**src/rtl/als_adc_responder_if.sv**
```systemverilog
// ---------------------------------------------------------------------------
// als_adc_responder_if
// Serial link between the light-sensor ADC initiator and its target.
//   CS  : chip select, active-low, driven by the initiator
//   SCK : serial clock, driven by the initiator
//   SDO : serial data, driven by the target
// Modports:
//   master : initiator side (drives CS/SCK, reads SDO)
//   slave  : target side    (reads CS/SCK, drives SDO)
// ---------------------------------------------------------------------------
`timescale 1ns/1ps

interface als_adc_responder_if;
    logic CS;
    logic SCK;
    logic SDO;

    modport master (output CS, output SCK, input SDO);
    modport slave  (input CS, input SCK, output SDO);
endinterface

```
**src/rtl/als_adc_responder.sv**
```systemverilog
// ---------------------------------------------------------------------------
// als_adc_responder
// Target-side emulation of the 8-bit serial light-sensor ADC. CS and SCK are
// oversampled on the 25 MHz pixel clock; a held sample is shifted out on SDO
// as LEAD_Z zero bits, the sample MSB first, then zero padding to FRAME_LEN.
// Ports:
//   clk_25M      : system clock
//   reset        : asynchronous, active-low reset
//   link         : serial link (CS, SCK in; SDO out), slave modport
//   sample       : value to serve
//   sample_valid : one-cycle load strobe for sample
//   busy         : synchronized CS is low (frame in progress)
//   frame_done   : one-cycle pulse, frame completed
//   frame_abort  : one-cycle pulse, frame ended before the data was out
//   frame_count  : completed frames, wraps 255 -> 0
// ---------------------------------------------------------------------------
`timescale 1ns/1ps

module als_adc_responder #(
    parameter int DATA_W    = 8,
    parameter int LEAD_Z    = 3,
    parameter int FRAME_LEN = 16
) (
    input  logic               clk_25M,
    input  logic               reset,
    als_adc_responder_if.slave link,
    input  logic [DATA_W-1:0]  sample,
    input  logic               sample_valid,
    output logic               busy,
    output logic               frame_done,
    output logic               frame_abort,
    output logic [7:0]         frame_count
);

    localparam int IDX_W = $clog2(FRAME_LEN + 1);
    localparam int TAIL  = FRAME_LEN - LEAD_Z - DATA_W;

    typedef enum logic {IDLE, SHIFT} state_t;

    state_t state;
    state_t next_state;

    logic [2:0] cs_sync;
    logic [2:0] sck_sync;
    logic       cs_fall;
    logic       cs_rise;
    logic       sck_fall;

    logic [DATA_W-1:0]    shadow;
    logic [DATA_W-1:0]    pending;
    logic                 pend;
    logic [FRAME_LEN-1:0] shift;
    logic [IDX_W-1:0]     bit_idx;
    logic                 sdo;

    logic                 load_frame;
    logic                 shift_en;
    logic                 end_frame;
    logic [FRAME_LEN-1:0] frame_word;

    // Two synchronizing flops plus a history flop per pin; reset to the idle
    // levels (CS high, SCK high) so no spurious CS edge follows reset.
    always_ff @(posedge clk_25M or negedge reset) begin
        if (!reset) begin
            cs_sync  <= 3'b111;
            sck_sync <= 3'b111;
        end else begin
            cs_sync  <= {cs_sync[1:0], link.CS};
            sck_sync <= {sck_sync[1:0], link.SCK};
        end
    end

    assign cs_fall  =  cs_sync[2] & ~cs_sync[1];
    assign cs_rise  = ~cs_sync[2] &  cs_sync[1];
    assign sck_fall =  sck_sync[2] & ~sck_sync[1];

    assign frame_word = {{(FRAME_LEN - DATA_W){1'b0}}, shadow} << TAIL;

    // State register.
    always_ff @(posedge clk_25M or negedge reset) begin
        if (!reset) begin
            state <= IDLE;
        end else begin
            state <= next_state;
        end
    end

    // Next-state logic: a frame is bracketed by the CS edges.
    always_comb begin
        next_state = state;
        case (state)
            IDLE:    if (cs_fall) next_state = SHIFT;
            SHIFT:   if (cs_rise) next_state = IDLE;
            default: next_state = IDLE;
        endcase
    end

    // Control decode. A CS rise beats an SCK fall landing in the same cycle.
    always_comb begin
        load_frame = 1'b0;
        shift_en   = 1'b0;
        end_frame  = 1'b0;
        case (state)
            IDLE:  load_frame = cs_fall;
            SHIFT: begin
                end_frame = cs_rise;
                shift_en  = sck_fall & ~cs_rise;
            end
            default: ;
        endcase
    end

    // Datapath. Samples arriving while a frame is starting or running are
    // parked in pending so the frame in flight is never disturbed; the last
    // parked value becomes the shadow when the frame ends.
    always_ff @(posedge clk_25M or negedge reset) begin
        if (!reset) begin
            shadow      <= '0;
            pending     <= '0;
            pend        <= 1'b0;
            shift       <= '0;
            bit_idx     <= '0;
            sdo         <= 1'b0;
            busy        <= 1'b0;
            frame_done  <= 1'b0;
            frame_abort <= 1'b0;
            frame_count <= '0;
        end else begin
            busy        <= ~cs_sync[1];
            frame_done  <= 1'b0;
            frame_abort <= 1'b0;

            if (end_frame) begin
                sdo <= 1'b0;
                if (bit_idx >= IDX_W'(LEAD_Z + DATA_W)) begin
                    frame_done  <= 1'b1;
                    frame_count <= frame_count + 8'd1;
                end else begin
                    frame_abort <= 1'b1;
                end
                if (sample_valid) begin
                    shadow <= sample;
                end else if (pend) begin
                    shadow <= pending;
                end
                pend <= 1'b0;
            end else if (load_frame) begin
                shift   <= frame_word;
                sdo     <= frame_word[FRAME_LEN-1];
                bit_idx <= '0;
                if (sample_valid) begin
                    pending <= sample;
                    pend    <= 1'b1;
                end
            end else begin
                if (shift_en) begin
                    shift <= shift << 1;
                    sdo   <= shift[FRAME_LEN-2];
                    if (bit_idx != IDX_W'(FRAME_LEN)) begin
                        bit_idx <= bit_idx + IDX_W'(1);
                    end
                end
                if (sample_valid) begin
                    if (state == SHIFT) begin
                        pending <= sample;
                        pend    <= 1'b1;
                    end else begin
                        shadow <= sample;
                    end
                end
            end
        end
    end

    assign link.SDO = sdo;

endmodule
```
**src/flat_wrapper.sv**
```systemverilog
// flat-port wrapper written by rule: the top's interface ports become plain ports
module als_adc_responder_flat 
#(
    parameter int DATA_W    = 8,
    parameter int LEAD_Z    = 3,
    parameter int FRAME_LEN = 16
)
  (clk_25M, reset, sample, sample_valid, busy, frame_done, frame_abort, frame_count, link_CS, link_SCK, link_SDO);
  als_adc_responder_if link_i ();
  input  logic clk_25M;
  input  logic reset;
  input  logic [DATA_W-1:0] sample;
  input  logic sample_valid;
  output logic busy;
  output logic frame_done;
  output logic frame_abort;
  output logic [7:0] frame_count;
  input wire logic [$bits(link_i.CS)-1:0] link_CS;
  input wire logic [$bits(link_i.SCK)-1:0] link_SCK;
  output wire logic [$bits(link_i.SDO)-1:0] link_SDO;
  assign link_i.CS = link_CS;
  assign link_i.SCK = link_SCK;
  assign link_SDO = link_i.SDO;
  als_adc_responder #(.DATA_W(DATA_W), .LEAD_Z(LEAD_Z), .FRAME_LEN(FRAME_LEN)) u_core (.clk_25M(clk_25M), .reset(reset), .link(link_i), .sample(sample), .sample_valid(sample_valid), .busy(busy), .frame_done(frame_done), .frame_abort(frame_abort), .frame_count(frame_count));
endmodule
```
**config.mk**
```make
export PLATFORM = sky130hd
export DESIGN_NAME = als_adc_responder_flat
export DESIGN_NICKNAME = d
export VERILOG_FILES = /design/src/rtl/als_adc_responder_if.sv /design/src/rtl/als_adc_responder.sv /design/src/flat_wrapper.sv
export SDC_FILE = /design/constraint.sdc
export NUM_CORES = 1
export LEC_CHECK = 0
export CAP_MARGIN = 10
export CORE_UTILIZATION = 59
export CTS_CLUSTER_SIZE = 16
export DETAILED_ROUTE_END_ITERATION = 6
export PLACE_DENSITY = 0.81
export SETUP_SLACK_MARGIN = 0.15
export SLEW_MARGIN = 20
export SYNTH_ARGS = -nofsm -noshare
export SYNTH_HDL_FRONTEND = slang
export SYNTH_SLANG_ARGS = --single-unit
export TNS_END_PERCENT = 10
```
**constraint.sdc**
```tcl
create_clock -name clk_25M -period 4.6 [get_ports clk_25M]
set_input_delay 0.92 -clock clk_25M [delete_from_list [all_inputs] [get_ports clk_25M]]
set_output_delay 0.92 -clock clk_25M [all_outputs]
set_load 0.02 [all_outputs]
```
Word level (Yosys, flattened, before mapping)
Cells that the tools add are included.
{"block": "totals", "register_bits": 56, "out_inout_bits": 12, "word_cells": 75}
{"block": "op_classes", "addsub": 2, "order_cmp": 1, "eq_ne": 3, "muxes": 33, "bitwise": 10, "n_reduce_logical": 13}
{"cell": "$mux 8", "n": 10}
{"cell": "$mux 15", "n": 2}
{"cell": "$mux 1", "n": 17}
{"cell": "$mux 5", "n": 3}
{"cell": "$reduce_bool 2->1", "n": 5}
{"cell": "$add 8x1->8 const B", "n": 1}
{"cell": "$not 1->1", "n": 6}
{"cell": "$reduce_and 2->1", "n": 3}
{"cell": "$reduce_and 3->1", "n": 2}
{"cell": "$reduce_bool 3->1", "n": 2}
{"cell": "$add 5x1->5 const B", "n": 1}
{"cell": "$ge 5x4->1 const B", "n": 1}
{"cell": "$ne 5x5->1 const B", "n": 1}
{"cell": "$and 1x1->1", "n": 4}
{"cell": "$ne 2x2->1 const B", "n": 2}
{"cell": "$reduce_and 4->1", "n": 1}
{"cell": "$pmux 1 s2", "n": 1}

Longest topological paths before layout
{"block": "logic_depth", "ltp_word": 8, "mapped_depth": 6, "ltp_nobuf": 6}

Least setup slack after synthesis
No wires, ideal clock.
{"block": "synth_timing", "kind": "input-to-reg", "startpoint": "input sample_valid", "endpoint": "register u_core.shadow[0]", "setup_time_ns": 0.125, "arrival_ns": 1.788, "path_slack_ns": 2.687, "cell_stages": 3, "path_buffers": 0, "cell_sequence": "nor2_2 mux2_2 mux2_2"}
{"block": "synth_between", "elab_chain_cells": 2}
{"item": "start, declared", "line_no": "flat_wrapper.sv:13", "source": "input logic sample_valid;"}
{"item": "$reduce_bool 2->1 (no source line) / $mux 8 (equally long branches)"}
{"item": "$reduce_and 4->1 (no source line) / $mux 8 (equally long branches)"}
{"item": "end signal, assigned", "line_no": "als_adc_responder.sv:142", "source": "shadow <= sample;"}
{"item": "end signal, assigned", "line_no": "als_adc_responder.sv:144", "source": "shadow <= pending;"}
{"item": "end signal, assigned", "line_no": "als_adc_responder.sv:168", "source": "shadow <= sample;"}
{"item": "end, declared", "line_no": "als_adc_responder.sv:49", "source": "logic [DATA_W-1:0] shadow;"}
Parallel ways exist; a longest one is shown, timed or not.
A chain may end at the register's enable or synchronous reset.

Worst setup path after layout
{"block": "layout_timing", "startpoint": "input sample_valid", "endpoint": "register u_core.shadow[1]"}
The elaborated chain is that of the path after synthesis.

==> results.tsv <==
metric	value	unit
maxCapViolCount	0	
dp.final_hpwl	2540	µm
final-setup-viol-count	0	
die_area	3970	µm²
postRouteAntennaNets	0	
stdcell_area	2570	µm²
routedWlPerCell	14.4	µm
cp.depth	4	
worst_path_most_repeated_cell	mux2_2	
synth_area_leaders	dfrtp_1 (51%), mux2_2 (13%), dfstp_2 (7.2%)	
synthMuxAreaShare	0.179	
area_delta_synth_final	17.2	%
synth_cell_types	31	
io_buffer_count	24	
cp_slowest_cell	clkdlybuf4s50_1	
synthXorXnorAreaFrac	0.0359	
slew_headroom	0.574	
status	completed	
finalNetCount	217	
fin_skew	0.0100	ns
netlist_instances	173	
avgSynthCellArea	12.7	µm²
cts_tree	done	
hold_class	flop to flop	
drive_above_1_share	0.228	
cts_buffers	5	
finalWirelength	3570	µm
start_kind	input pin	
crit_start	sample_valid	
setup_tns	0	ns
vias_per_cell	5.67	
grt_pass1_vias	1385	
io_pins	25	
netlist_area	2190	µm²
grt_max_degree	52	
num_vias	1406	
pre_cts_ws	1.98	ns
cp_num_buf_inv	1	
critPathMaxStageDelay	0.48	ns
synth_edf_count	0	
dp.cells	240	
die_y	63.0	µm
postCtsSetupRepairBufs	0	
synthTopCellsByCount	dfrtp_1 (45), mux2_2 (26), nand2_1 (14)	
fin_cells	248	
synthAdderAreaFrac	0.0171	
post-route-period-util	0.494	
worstPathRequired	4.78	ns
yosys.area.top_type	dfrtp_1	
clkTransAtPathRegs	0.08	ns
wl_met1	1520	µm
r2r-start	u_core.cs_sync[1]$_DFF_PN1_	
netlist.area_leader.share	0.513	
synth_top_family_by_area	multiplexers	
setup_ws	2.33	ns
cp.arrival	2.45	ns
path_cells	clkdlybuf4s50_1 -> nor2_2 -> mux2_2 -> mux2_2	
synth-simple-area-share	0.107	
grt_pass1_wl	6270	µm
n_antenna_cell	0	
reg2reg_depth	4	
cts.sinks	51	
clk_latency	0.30	ns
grt_usage	0.210	
cts.path.max_buffers	2	
synthArstFlopShare	1.00	
period_needed	2.27	ns
place_congestion	0.790	
synth_compound_area_frac	0.0576	
tightest_slew	0.637	ns
rsz0062_at_grt	false	
overflow	0	
p_per_area	395	nW/µm²
routed-wl-met2	1840	µm
drtIter0Drc	84	
cts_resized	0	
synth_flop_cell	dfrtp_1	
htree_levels	2	
ir_drop	0.299	mV
hold_viol	0	
fmax	440	MHz
syn_nets	189	
core	3440	µm²
hold_start	u_core.cs_sync[0]$_DFF_PN1_	
antenna_found_initial	0	
cp-end-kind	flop	
clockRootBuffer	clkbuf_8	
rows	21	
p_leak	1.18	nW
synth-seq-cells	51	
wl_met3	141	µm
highest_layer	met4	
drc_errors	0	
path_delay_family	multiplexers	
ctsHoldBuffers	0	
critical_path_class	input pin to flop	
cp_max_fo	8	
min_delay_path_depth	0	
dr.pass1.iters	5	
synth-warning-count	0	
holdWs	0.358	ns
final_max_slew_viol_count	0	
p_total	1.02	mW
placed_cell_area	2480	µm²
synth_seq_area_share	0.585	
fin_util	0.747	
yosys.cell_count.top_type	dfrtp_1	
fp.dieW	63.0	µm
initial_core_util	0.638	
==> routing by layer <==
layer | vias up | global-route usage
li1 | 662 | -
met1 | 695 | 0.244
met2 | 40 | 0.362
met3 | 9 | 0.0547
met4 | 0 | 0.0901
met5 | - | 0
==> cell families (layout without fill, tap and decap cells) <==
logic type,Yosys count,in the layout
muxes,36,36
and+or+nand+nor,45,45
xor gates and xnor gates,9,9
adders and majority gates,3,3
DFF,51,51
AOI/OAI and AO/OA,19,19
buffers and inverters,10,39
==> placed cells by master, fill, tap and decap left out <==
master and count:
nand3_1 4, nand2b_1 1, nand2_1 14, a211oi_1 2, and3_1 3, ha_1 3
mux2i_1 10, buf_4 2, and2_1 2, clkdlybuf4s50_1 23, clkbuf_8 6, clkinv_2 1
or3_1 1, dfstp_2 6, nand3b_2 1, a21oi_1 1, nand4_1 4, inv_1 6
a21boi_0 1, o2111ai_1 1, clkbuf_1 1, dfrtp_1 45, xor2_1 2, a2111oi_2 1
nor2b_1 3, xnor2_1 7, mux2_2 26, a21o_1 1, nand3b_1 1, o22ai_2 1
nor3_4 1, nor2_1 9, nor2_2 1, o21ai_0 11
==> worst paths after layout <==
path | endpoint | slack [ns]
max | u_core.shadow[1]$_DFFE_PN0P_ | 2.33
max reg2reg | u_core.shadow[1]$_DFFE_PN0P_ | 2.66
min | u_core.cs_sync[1]$_DFF_PN1_ | 0.36
min in group asynchronous | u_core.frame_count[4]$_DFFE_PN0P_ | 0.63
max in group asynchronous | u_core.pending[5]$_DFFE_PN0P_ | 3.56
min reg2reg | u_core.cs_sync[1]$_DFF_PN1_ | 0.36
==> cell type report <==
type / count / area [µm²]
fillers: 242 / 871
clock inverters: 1 / 5.00
flip-flops and latches: 51 / 1280
well taps: 46 / 57.6
multi-input cells: 112 / 871
clock buffers: 7 / 86.3
repair buffers: 25 / 245
inverters: 6 / 22.5
==> registers in the layout (all words and copies together), names as in the netlist, 3 cells and up <==
name                flops
u_core.cs_sync          3
u_core.pending          8
u_core.shadow           8
u_core.shift           10
u_core.frame_count      8
u_core.bit_idx          5
u_core.sck_sync         3
==> where the power goes <==
group | switching [mW] | internal (mW) | total (mW)
clock | 0.133 | 0.121 | 0.254
sequential | 0.0536 | 0.532 | 0.586
combinational | 0.0832 | 0.0929 | 0.176
Power figures use the tool's default switching activity.
